File: src/rtl/if_stage_ctrl_if.sv
`default_nettype none
// ============================================================================
// Module  : if_stage_ctrl_if
// Brief   : Hazard, instruction-memory, IF/ID and counter bundle of the IF stage.
// Revision: 1.0
// ============================================================================
interface if_stage_ctrl_if #(
  parameter int CNT_W = 32
);
  logic             stall_i;
  logic             flush_i;
  logic [31:0]      branch_target_i;
  logic [31:0]      imem_addr_o;
  logic [31:0]      imem_data_i;
  logic [31:0]      if_id_pc_o;
  logic [31:0]      if_id_instr_o;
  logic             if_id_valid_o;
  logic             halt_o;
  logic [CNT_W-1:0] stall_cnt_o;
  logic [CNT_W-1:0] flush_cnt_o;
  logic [CNT_W-1:0] cycle_cnt_o;

  // Fetch stage side.
  modport slave (
    input  stall_i, flush_i, branch_target_i, imem_data_i,
    output imem_addr_o, if_id_pc_o, if_id_instr_o, if_id_valid_o, halt_o,
           stall_cnt_o, flush_cnt_o, cycle_cnt_o
  );

  // Hazard unit / memory / observer side.
  modport master (
    output stall_i, flush_i, branch_target_i, imem_data_i,
    input  imem_addr_o, if_id_pc_o, if_id_instr_o, if_id_valid_o, halt_o,
           stall_cnt_o, flush_cnt_o, cycle_cnt_o
  );
endinterface
`default_nettype wire

File: src/rtl/if_stage_ctrl.sv
`default_nettype none
// ============================================================================
// Module  : if_stage_ctrl
// Brief   : RISC-V IF stage: PC, IF/ID latch, ebreak drain-and-halt, perf counters.
// Revision: 1.0
// ============================================================================
module if_stage_ctrl #(
  parameter logic [31:0] RESET_PC     = 32'h0000_0000,
  parameter int          DRAIN_CYCLES = 4,
  parameter logic [31:0] NOP_INSTR    = 32'h0000_0013,
  parameter logic [31:0] EBREAK_INSTR = 32'h0010_0073,
  parameter int          CNT_W        = 32
) (
  input  wire logic       clk_i,
  input  wire logic       rst_i,
  if_stage_ctrl_if.slave  bus
);

  localparam logic [3:0] c_drain_init = 4'(DRAIN_CYCLES);

  typedef enum logic [1:0] {
    S_RUN    = 2'd0,
    S_DRAIN  = 2'd1,
    S_HALTED = 2'd2
  } state_t;

  state_t           r_state;
  logic [31:0]      r_pc;
  logic [31:0]      r_if_id_pc;
  logic [31:0]      r_if_id_instr;
  logic             r_if_id_valid;
  logic             r_halt;
  logic [3:0]       r_drain_cnt;
  logic [CNT_W-1:0] r_stall_cnt;
  logic [CNT_W-1:0] r_flush_cnt;
  logic [CNT_W-1:0] r_cycle_cnt;

  logic [31:0]      w_target;

  // Redirects are always word aligned.
  assign w_target = bus.branch_target_i & ~32'h3;

  always_ff @(posedge clk_i) begin
    if (rst_i) begin
      r_state       <= S_RUN;
      r_pc          <= RESET_PC;
      r_if_id_pc    <= 32'h0;
      r_if_id_instr <= NOP_INSTR;
      r_if_id_valid <= 1'b0;
      r_halt        <= 1'b0;
      r_drain_cnt   <= 4'h0;
      r_stall_cnt   <= '0;
      r_flush_cnt   <= '0;
      r_cycle_cnt   <= '0;
    end else if (r_state != S_HALTED) begin
      r_cycle_cnt <= r_cycle_cnt + 1'b1;
      if (bus.flush_i) begin
        // A flush during drain means the ebreak was on the wrong path.
        r_pc          <= w_target;
        r_if_id_pc    <= 32'h0;
        r_if_id_instr <= NOP_INSTR;
        r_if_id_valid <= 1'b0;
        r_flush_cnt   <= r_flush_cnt + 1'b1;
        r_state       <= S_RUN;
      end else if (bus.stall_i) begin
        r_stall_cnt <= r_stall_cnt + 1'b1;
      end else begin
        r_pc       <= r_pc + 32'd4;
        r_if_id_pc <= r_pc;
        if (r_state == S_RUN) begin
          r_if_id_instr <= bus.imem_data_i;
          r_if_id_valid <= 1'b1;
          if (bus.imem_data_i == EBREAK_INSTR) begin
            r_drain_cnt <= c_drain_init;
            r_state     <= S_DRAIN;
          end
        end else begin
          r_if_id_instr <= NOP_INSTR;
          r_if_id_valid <= 1'b0;
          r_drain_cnt   <= r_drain_cnt - 4'd1;
          if (r_drain_cnt == 4'd1) begin
            r_state <= S_HALTED;
            r_halt  <= 1'b1;
          end
        end
      end
    end
  end

  assign bus.imem_addr_o   = r_pc;
  assign bus.if_id_pc_o    = r_if_id_pc;
  assign bus.if_id_instr_o = r_if_id_instr;
  assign bus.if_id_valid_o = r_if_id_valid;
  assign bus.halt_o        = r_halt;
  assign bus.stall_cnt_o   = r_stall_cnt;
  assign bus.flush_cnt_o   = r_flush_cnt;
  assign bus.cycle_cnt_o   = r_cycle_cnt;

endmodule
`default_nettype wire

File: src/flat_wrapper.sv
// flat-port wrapper written by rule: the top's interface ports become plain ports
module if_stage_ctrl_flat 
#(
  parameter logic [31:0] RESET_PC     = 32'h0000_0000,
  parameter int          DRAIN_CYCLES = 4,
  parameter logic [31:0] NOP_INSTR    = 32'h0000_0013,
  parameter logic [31:0] EBREAK_INSTR = 32'h0010_0073,
  parameter int          CNT_W        = 32
)
  (clk_i, rst_i, bus_stall_i, bus_flush_i, bus_branch_target_i, bus_imem_data_i, bus_imem_addr_o, bus_if_id_pc_o, bus_if_id_instr_o, bus_if_id_valid_o, bus_halt_o, bus_stall_cnt_o, bus_flush_cnt_o, bus_cycle_cnt_o);
  if_stage_ctrl_if #(.CNT_W(CNT_W)) bus_i ();
  input  wire logic clk_i;
  input  wire logic rst_i;
  input wire logic [$bits(bus_i.stall_i)-1:0] bus_stall_i;
  input wire logic [$bits(bus_i.flush_i)-1:0] bus_flush_i;
  input wire logic [$bits(bus_i.branch_target_i)-1:0] bus_branch_target_i;
  input wire logic [$bits(bus_i.imem_data_i)-1:0] bus_imem_data_i;
  output wire logic [$bits(bus_i.imem_addr_o)-1:0] bus_imem_addr_o;
  output wire logic [$bits(bus_i.if_id_pc_o)-1:0] bus_if_id_pc_o;
  output wire logic [$bits(bus_i.if_id_instr_o)-1:0] bus_if_id_instr_o;
  output wire logic [$bits(bus_i.if_id_valid_o)-1:0] bus_if_id_valid_o;
  output wire logic [$bits(bus_i.halt_o)-1:0] bus_halt_o;
  output wire logic [$bits(bus_i.stall_cnt_o)-1:0] bus_stall_cnt_o;
  output wire logic [$bits(bus_i.flush_cnt_o)-1:0] bus_flush_cnt_o;
  output wire logic [$bits(bus_i.cycle_cnt_o)-1:0] bus_cycle_cnt_o;
  assign bus_i.stall_i = bus_stall_i;
  assign bus_i.flush_i = bus_flush_i;
  assign bus_i.branch_target_i = bus_branch_target_i;
  assign bus_i.imem_data_i = bus_imem_data_i;
  assign bus_imem_addr_o = bus_i.imem_addr_o;
  assign bus_if_id_pc_o = bus_i.if_id_pc_o;
  assign bus_if_id_instr_o = bus_i.if_id_instr_o;
  assign bus_if_id_valid_o = bus_i.if_id_valid_o;
  assign bus_halt_o = bus_i.halt_o;
  assign bus_stall_cnt_o = bus_i.stall_cnt_o;
  assign bus_flush_cnt_o = bus_i.flush_cnt_o;
  assign bus_cycle_cnt_o = bus_i.cycle_cnt_o;
  if_stage_ctrl #(.RESET_PC(RESET_PC), .DRAIN_CYCLES(DRAIN_CYCLES), .NOP_INSTR(NOP_INSTR), .EBREAK_INSTR(EBREAK_INSTR), .CNT_W(CNT_W)) u_core (.clk_i(clk_i), .rst_i(rst_i), .bus(bus_i));
endmodule
File: config.mk
export PLATFORM = sky130hd
export DESIGN_NAME = if_stage_ctrl_flat
export DESIGN_NICKNAME = d
export VERILOG_FILES = /design/src/rtl/if_stage_ctrl_if.sv /design/src/rtl/if_stage_ctrl.sv /design/src/flat_wrapper.sv
export SDC_FILE = /design/constraint.sdc
export NUM_CORES = 1
export LEC_CHECK = 0
export CORE_MARGIN = 1
export CORE_UTILIZATION = 45
export DETAILED_ROUTE_END_ITERATION = 10
export PLACE_DENSITY = 0.73
export SLEW_MARGIN = 20
export SYNTH_ARGS = -nofsm -noshare
export SYNTH_HDL_FRONTEND = slang
export SYNTH_SLANG_ARGS = --single-unit
File: constraint.sdc
create_clock -name clk_i -period 5.8 [get_ports clk_i]
set_input_delay 0.87 -clock clk_i [delete_from_list [all_inputs] [get_ports clk_i]]
set_output_delay 0.87 -clock clk_i [all_outputs]
set_load 0.005 [all_outputs]
# Word-level counts from Yosys, hierarchy flattened
# Cells that the tools add are included.
# op_classes
add_sub_neg,5
n_eq_ne,6
mux,17
bitwise_logic,3
reduce_logical,8
# ops
op,count
32-bit two-way mux,7
"32-bit by 1-bit adder with 32-bit output, second input constant",3
"32-bit by 3-bit adder with 32-bit output, second input constant",1
"32-bit by 21-bit == test with 1-bit output, second input constant",1
2-bit two-way mux,5
4-bit two-way mux,2
4-bit AND reduction,2
5-bit AND reduction,1
"4-bit by 1-bit == test with 1-bit output, second input constant",1
"2-bit inequality test, second input constant",2
2-bit AND reduction,2
"4-bit by 1-bit subtractor with 4-bit output, second input constant",1
1-bit two-way mux,3
"3-bit inequality test, second input constant",1
1-bit inverter,3
3-bit AND reduction,1
3-bit nonzero test,1
2-bit zero test,1
"2-bit by 1-bit inequality test with 1-bit output, second input constant",1
# word_totals
register_bits,200
inputBits,68
out_inout_bits,194
word_cells,49

# Longest topological paths before layout
# Gate-level depths: netlist (run 1).
# depth
ltp_word,5
ltp_mapped,9
depth_no_buf,6

# Worst setup path after synthesis (run 1)
# OpenSTA, ideal clock, no wires.
# synth_path
kind,input to register
startpoint,in bus_flush_i
endpoint,"reg u_core.r_stall_cnt[22], in the netlist u_core.bus.stall_cnt_o[22]"
setup_ps,121
arrival_time_ps,2325
t_required_ps,5679
setup_slack_ps,3354
path_stages,5
path_buffers,0
cell_sequence,nand2b_1 or3_1 or3_1 nor2_1 mux2_2
# synth_via
elab_chain_cells,2
# synth_lines
element,line,rtl
start: declaration,flat_wrapper.sv:15,input wire logic [$bits(bus_i.flush_i)-1:0] bus_flush_i;
1-bit inverter (no source line),n/a,
3-bit AND reduction (no source line),n/a,
end signal: assignment,if_stage_ctrl.sv:66,r_stall_cnt <= r_stall_cnt + 1'b1;
end: declaration,if_stage_ctrl.sv:34,logic [CNT_W-1:0] r_stall_cnt;
# Every way passes these cells.
# A chain may end at the register's enable or synchronous reset.

# Final worst setup path (run 1)
# layout_path
startpoint,in bus_flush_i
endpoint,"reg u_core.r_pc[28], in the netlist u_core.bus.imem_addr_o[28]"
# layout_via
elab_chain_cells,2
elab_cells_between_ends,3
cone_classes,eq/ne (1); mux (1); reduce/logical (1)
# layout_lines
element,line,rtl
2-bit by 1-bit inequality test with 1-bit output (no source line),n/a,
2-bit AND reduction (no source line),n/a,
end signal: assignment,if_stage_ctrl.sv:59,r_pc <= w_target;
end signal: assignment,if_stage_ctrl.sv:68,r_pc <= r_pc + 32'd4;
end: declaration,if_stage_ctrl.sv:28,logic [31:0] r_pc;
# Parallel ways exist; a longest one is shown, timed or not.

==> impl_metrics.yaml, run 1 <==
clock_tree:
  cts_tree: "done"
  clock_buffer_count_from_cts: 17
  worstSkewPairLatency_ns: 0.43
  cts_setup_buffers: 0
  ctsHoldBuffers: 0
  clk_root_buffer_cell: "clkbuf_16"
  clk_sink_count: 197
  cts_resized: 0
  cts.htree.levels: 4
  clkSlewWorstSetupHoldPaths_ns: 0.07
  max-clock-path-buffers: 2
critical_path:
  critical_path.cell_chain: "clkdlybuf4s50_1, buf_4, or2_2, nor2_2, buf_4, nand2_1, or4_1, o211ai_1"
  crit_buf_inv: 3
  worst_path_most_repeated_cell: "buf_4"
  worstSetupPathType: "primary input to flip-flop"
  critical_path.endpoint_type: "flip-flop"
  critPathTopFamily: "buffers and inverters"
  crit_path_start_kind: "primary input"
  required_ns: 6.15
  slowest_stage: "clkdlybuf4s50_1"
  critPathMaxFanout: 24
  worst-endpoint-arrival_ns: 3.70
  critical-path-max-stage-delay_ns: 0.68
timing:
  setup_viol: 0
  minimum_hold_slack_ns: 0.484
  timing.clock.skew_ns: 0.0105
  timing.final.ws_setup_ns: 2.45
  timing_hold_violations_final: 0
  timing_max_transition_violations_final: 0
  max_slew.worst_pin.slew_ns: 1.06
  final.setup.tns_ns: 0
  timing.max_slew.rel_slack: 0.295
  fmax_mhz: 299
  share_of_the_clock_period_used_by_the_worst_path_after_layout: 0.577
  final_period_minus_worst_setup_slack_ns: 3.35
  rsz0062_at_grt: "no"
detailed_routing:
  route.detailed.vias_per_inst: 5.52
  antenna_violating_nets_post_route: 0
  remaining_drc_errors: 0
  postRouteWirelength_um: 25100
  detail_route.wl_per_cell_um: 16.3
  dr_total_vias: 8472
  drt-initial-drc-count: 641
  detail_route.first_pass.iterations: 7
power:
  cellPowerDensity_nw_per_um2: 240
  ir_drop_mv: 0.204
  standby_leakage_power_nw: 4.17
place:
  half_perimeter_wire_length_of_the_detailed_placement_result_um: 17400
  place.gp.congestion: 0.861
  portBuffers: 257
  detailedPlace.worstSlack_ns: 2.00
  place.detailed.instances: 1504
global_route:
  grt_pass1_wl_um: 39700
  grt_pass1_vias: 7568
  grt_resource_usage_total: 0.246
  initial_antenna_violation_count: 0
  grt_start_max_net_pins: 112
  grt-ovfl-total: 0
status:
  status: "finished clean"
final_layout:
  mostFrequentLayoutCells: "clkdlybuf4s50_1 (256), dfxtp_1 (197), nor2_1 (182)"
  antenna_cells: 0
  syn2layout_area_growth_pct: 38.1
  postLayoutCoreUtil: 0.640
  drive_gt1_frac: 0.0502
  final-instance-count-excl-fill: 1536
  design.final.nets: 1337
  most_common_cell_after_layout_fill_and_taps_aside: "clkdlybuf4s50_1"
logic_synthesis:
  syn-cell-area_um2: 8760
  synthFlopType: "dfxtp_1"
  postSynthRegisterBits: 197
  synth_cells: 1044
  asyncSetResetFlopFracSynth: 0
  synth.avg_cell_area_um2: 8.39
  synth.distinct_cells: 59
  synth-edff-count: 0
  ys_warn_count: 0
  synth_seq_area_share: 0.450
min_path:
  worstHoldPathType: "flip-flop to flip-flop"
die:
  start_util: 0.464
  core_um2: 18900
  die_w_um: 142
  rows: 50
  io-pin-count: 262
  chipHeight_um: 142
  dieArea_um2: 20000
run:
  max-cap-violations: 0
==> synthesized netlist by cell type, types with 2 or more instances <==
library cell | instances | share of area
a211oi_1 | 13 | 0.011
a21o_1 | 4 | 0.0034
a21oi_1 | 36 | 0.021
a221oi_1 | 3 | 0.0030
a22oi_1 | 60 | 0.051
a311o_1 | 2 | 0.0023
a311oi_1 | 8 | 0.0080
a31oi_1 | 6 | 0.0043
and2_1 | 7 | 0.0050
and3_1 | 22 | 0.016
and4_1 | 11 | 0.011
and4_2 | 2 | 0.0023
buf_1 | 3 | 0.0013
buf_2 | 3 | 0.0017
buf_4 | 4 | 0.0034
clkbuf_1 | 58 | 0.025
dfxtp_1 | 197 | 0.45
ha_1 | 6 | 0.0086
inv_1 | 14 | 0.0060
mux2_2 | 2 | 0.0026
mux2i_1 | 4 | 0.0046
nand2_1 | 60 | 0.026
nand2b_1 | 7 | 0.0050
nand3_1 | 58 | 0.033
nand4_1 | 47 | 0.034
nor2_1 | 185 | 0.079
nor2b_1 | 7 | 0.0050
nor3_1 | 25 | 0.014
nor3_2 | 2 | 0.0023
nor4_1 | 20 | 0.014
o211ai_1 | 2 | 0.0017
o21ai_0 | 32 | 0.018
o21bai_1 | 2 | 0.0017
o22ai_1 | 7 | 0.0050
o2bb2ai_1 | 2 | 0.0020
o31ai_1 | 4 | 0.0034
or2_2 | 2 | 0.0014
or3_1 | 15 | 0.011
or4_1 | 9 | 0.0077
xnor2_1 | 30 | 0.030
xor2_1 | 45 | 0.045
==> cell families (layout without fill, tap and decap cells) <==
family                     count (synthesis)  after routing  share of synthesized area
DFF                                      197            197                      0.450
other                                      1              2                   0.000428
AOI/OAI and AO/OA                        187            187                      0.143
and+or+nand+nor                          488            488                      0.278
adders and majority gates                  6              6                    0.00857
muxes                                      6              6                    0.00714
xor gates and xnor gates                  75             75                     0.0750
buffers and inverters                     84            315                     0.0383
==> worst paths after layout <==
kind                     startpoint                         end  slack (ns)  cells past startpoint
setup / recovery        bus_flush_i  u_core.bus.imem_addr_o[28]        2.45                      8
hold / removal    u_core.bus.halt_o           u_core.bus.halt_o        0.48                      2
setup reg to reg  u_core.r_state[0]  u_core.bus.imem_addr_o[29]        2.74                      6
hold reg to reg   u_core.bus.halt_o           u_core.bus.halt_o        0.48                      2
==> power by group <==
group	leakage [nW]	switching [mW]	total, mW	internal [mW]
sequential	1.60	0.0412	1.43	1.38
combinational	2.28	0.118	0.249	0.131
clock	0.297	0.551	1.23	0.674
==> area by class of cell <==
cell class                 instances  area, µm²
clock buffer                      19        453
tap                              260        325
inverter                          15       56.3
multi-input combinational        764       4500
clock inverter                    13        161
sequential                       197       3940
fill                            1722       6790
timing repair buffer             268       2660
==> per-layer routing <==
metal,share of wire,global-route usage,up-vias
met3,0.065,0.0530,23
li1,-,-,4195
met4,0.013,0.0753,0
met2,0.47,0.402,255
met1,0.45,0.325,3999
met5,0,0,-
==> metrics by stage <==
stage / power (mW) / area, µm²
final: 2.90 / 12100
after global routing: 3.01 / 12100
after CTS: 2.93 / 12100
after detailed placement: 1.70 / 11500
after global placement: 1.70 / 11500
after floorplan: 1.56 / 8770
==> tightest hold or removal path, delay by kind of cell (launching register included) <==
kind,cells,cell delay [ns]
simple gates,1,0.07
flops,1,0.34
compound gates,1,0.04
==> sequential cells by signal, indices dropped and copies added, names as in the netlist, 2 cells and up <==
signal                    count
u_core.bus.cycle_cnt_o       32
u_core.bus.if_id_pc_o        31
u_core.bus.stall_cnt_o       32
u_core.r_state                2
u_core.bus.if_id_instr_o     32
u_core.bus.imem_addr_o       30
u_core.bus.flush_cnt_o       32
u_core.r_drain_cnt            4
(Power assumes the default switching activity.)
==> inputs of run 2 (changes only) <==
clock period = 3.49 ns   (was 5.8 ns; I/O delays follow)
==> run 2 against run 1 <==
Count of clock-buffer cells in the layout grew 1. Clock skew about the same. Cell count rose by 0.78%. Sequential cell count did not move. Via count is 0.74% higher. Non-clock buffer count increased by 12. Design area is 0.68% higher. Register-to-register slack lost 1.6 ns. Clock power up 65%. Wire length increased by 1.4%. Setup slack worse by 1.4 ns. Critical path type unchanged. Critical endpoint is now u_core.bus.flush_cnt_o[30].
==> impl_metrics.yaml, run 2 (synthesis results as in run 1) <==
status:
  status: "finished clean"
min_path:
  hold_path_startpoint: "u_core.bus.halt_o"
  worstHoldPathType: "flip-flop to flip-flop"
final_layout:
  design.final.nets: 1349
  final-seq-area_um2: 3940
  postLayoutCoreUtil: 0.645
  drive_gt1_frac: 0.0590
  final_design_area_no_fill_um2: 12200
  mostFrequentLayoutCells: "clkdlybuf4s50_1 (256), dfxtp_1 (197), nor2_1 (182)"
  final-instance-count-excl-fill: 1548
  num-fill-cells: 1658
  most_common_cell_after_layout_fill_and_taps_aside: "clkdlybuf4s50_1"
  multi_input_area_um2: 4500
  antenna_cells: 0
  syn2layout_area_growth_pct: 39.0
clock_tree:
  clkSlewWorstSetupHoldPaths_ns: 0.07
  worstSkewPairLatency_ns: 0.43
  max-clock-path-buffers: 2
  cts.htree.levels: 4
  clock_buffer_count_from_cts: 17
  cts_setup_buffers: 0
  clk_sink_count: 197
  cts_resized: 0
  clk_root_buffer_cell: "clkbuf_16"
  ctsHoldBuffers: 0
  cts_tree: "done"
place:
  detailedPlace.worstSlack_ns: 0.597
  place.detailed.instances: 1516
  portBuffers: 257
  half_perimeter_wire_length_of_the_detailed_placement_result_um: 17800
  place.gp.congestion: 0.869
  dpl-instance-area_um2: 11600
detailed_routing:
  route.detailed.vias_per_inst: 5.51
  detail_route.first_pass.iterations: 5
  antenna_violating_nets_post_route: 0
  dr_total_vias: 8535
  postRouteWirelength_um: 25400
  detail_route.wl_per_cell_um: 16.4
  drt-initial-drc-count: 645
  remaining_drc_errors: 0
critical_path:
  crit_path_start_kind: "primary input"
  crit_path_start: "bus_flush_i"
  worstSetupPathDepth: 7
  setup.worst_path.end: "u_core.bus.flush_cnt_o[30]"
  worst_r2r_startpoint: "u_core.bus.imem_addr_o[11]"
  timing.reg2reg.setup_slack_ns: 1.16
  worst-r2r-cell-count: 5
  worstSetupPathType: "primary input to flip-flop"
  slowest_stage: "nor3_1"
  critPathMaxFanout: 31
  crit_buf_inv: 3
  critPathTopFamily: "simple AND/OR/NAND/NOR gates"
  critical_path.endpoint_type: "flip-flop"
  regToRegEndpoint: "u_core.bus.imem_addr_o[28]"
  critical-path-max-stage-delay_ns: 0.51
  worst-endpoint-arrival_ns: 2.78
  critical_path.cell_chain: "clkdlybuf4s50_1, buf_4, clkinv_1, nor3_1, nand4_1, or3_1, a21oi_1"
  required_ns: 3.85
timing:
  timing_hold_violations_final: 0
  timing.final.ws_setup_ns: 1.07
  timing.max_slew.rel_slack: 0.406
  minimum_hold_slack_ns: 0.469
  final_period_minus_worst_setup_slack_ns: 2.42
  final.setup.tns_ns: 0
  timing_max_transition_violations_final: 0
  rsz0062_at_grt: "no"
  fmax_mhz: 413
  setup_viol: 0
  share_of_the_clock_period_used_by_the_worst_path_after_layout: 0.694
  max_slew.worst_pin.slew_ns: 0.890
  timing.clock.skew_ns: 0.0106
die:
  io-pin-count: 262
  die_w_um: 142
  start_util: 0.464
  rows: 50
  dieArea_um2: 20000
  core_um2: 18900
  chipHeight_um: 142
global_route:
  grt_resource_usage_total: 0.246
  grt-ovfl-total: 0
  initial_antenna_violation_count: 0
  grt_pass1_vias: 7612
  grt_start_max_net_pins: 118
  grt_pass1_wl_um: 39800
run:
  max-cap-violations: 0
power:
  cellPowerDensity_nw_per_um2: 395
  finalPower_mw: 4.82
  standby_leakage_power_nw: 4.22
  ir_drop_mv: 0.314
-- run 2: cell types whose count changed in the layout (fill, tap and decap cells not counted) --
cell / change
buf_4: +12
clkinvlp_4: +1
inv_8: -3
clkbuf_8: +1
clkinv_4: -2
inv_6: +2
clkinv_2: +1
-- run 2: where the power goes --
| part | switching (mW) | leakage (nW) | internal (mW) |
|---|---|---|---|
| registers | 0.0679 | 1.60 | 2.30 |
| clock network | 0.900 | 0.290 | 1.13 |
| logic | 0.197 | 2.33 | 0.224 |
-- run 2: area by class of cell --
type / instances / share of cell area
Inverter: 15 / 0.00462
Clock buffer: 20 / 0.0383
Clock inverter: 12 / 0.0115
Multi-Input combinational cell: 764 / 0.370
Tap cell: 260 / 0.0267
Sequential cell: 197 / 0.324
Timing Repair Buffer: 280 / 0.225
-- run 2: worst min path at each step --
stage	endpoint	slack, ns	depth (start not counted)
global route	u_core.bus.cycle_cnt_o[31]	0.51	2
global placement	u_core.bus.halt_o	0.46	2
floorplan	u_core.bus.halt_o	0.46	2
detailed placement	u_core.bus.halt_o	0.46	2
finish	u_core.bus.halt_o	0.47	2
CTS	u_core.bus.halt_o	0.48	2
-- run 2: routing by layer --
layer | global-route usage | wire (µm)
met4 | 0.0787 | 417
met1 | 0.329 | 11600
met5 | 0 | 0
met2 | 0.402 | 11900
met3 | 0.0445 | 1550
-- run 2: worst register-to-register path, stage by stage, from the launching register on --
cell	delay, ns
dfxtp_1	0.49
nand3_1	0.24
nor4b_4	0.58
nand3_1	0.32
or4_1	0.53
o211ai_1	0.09
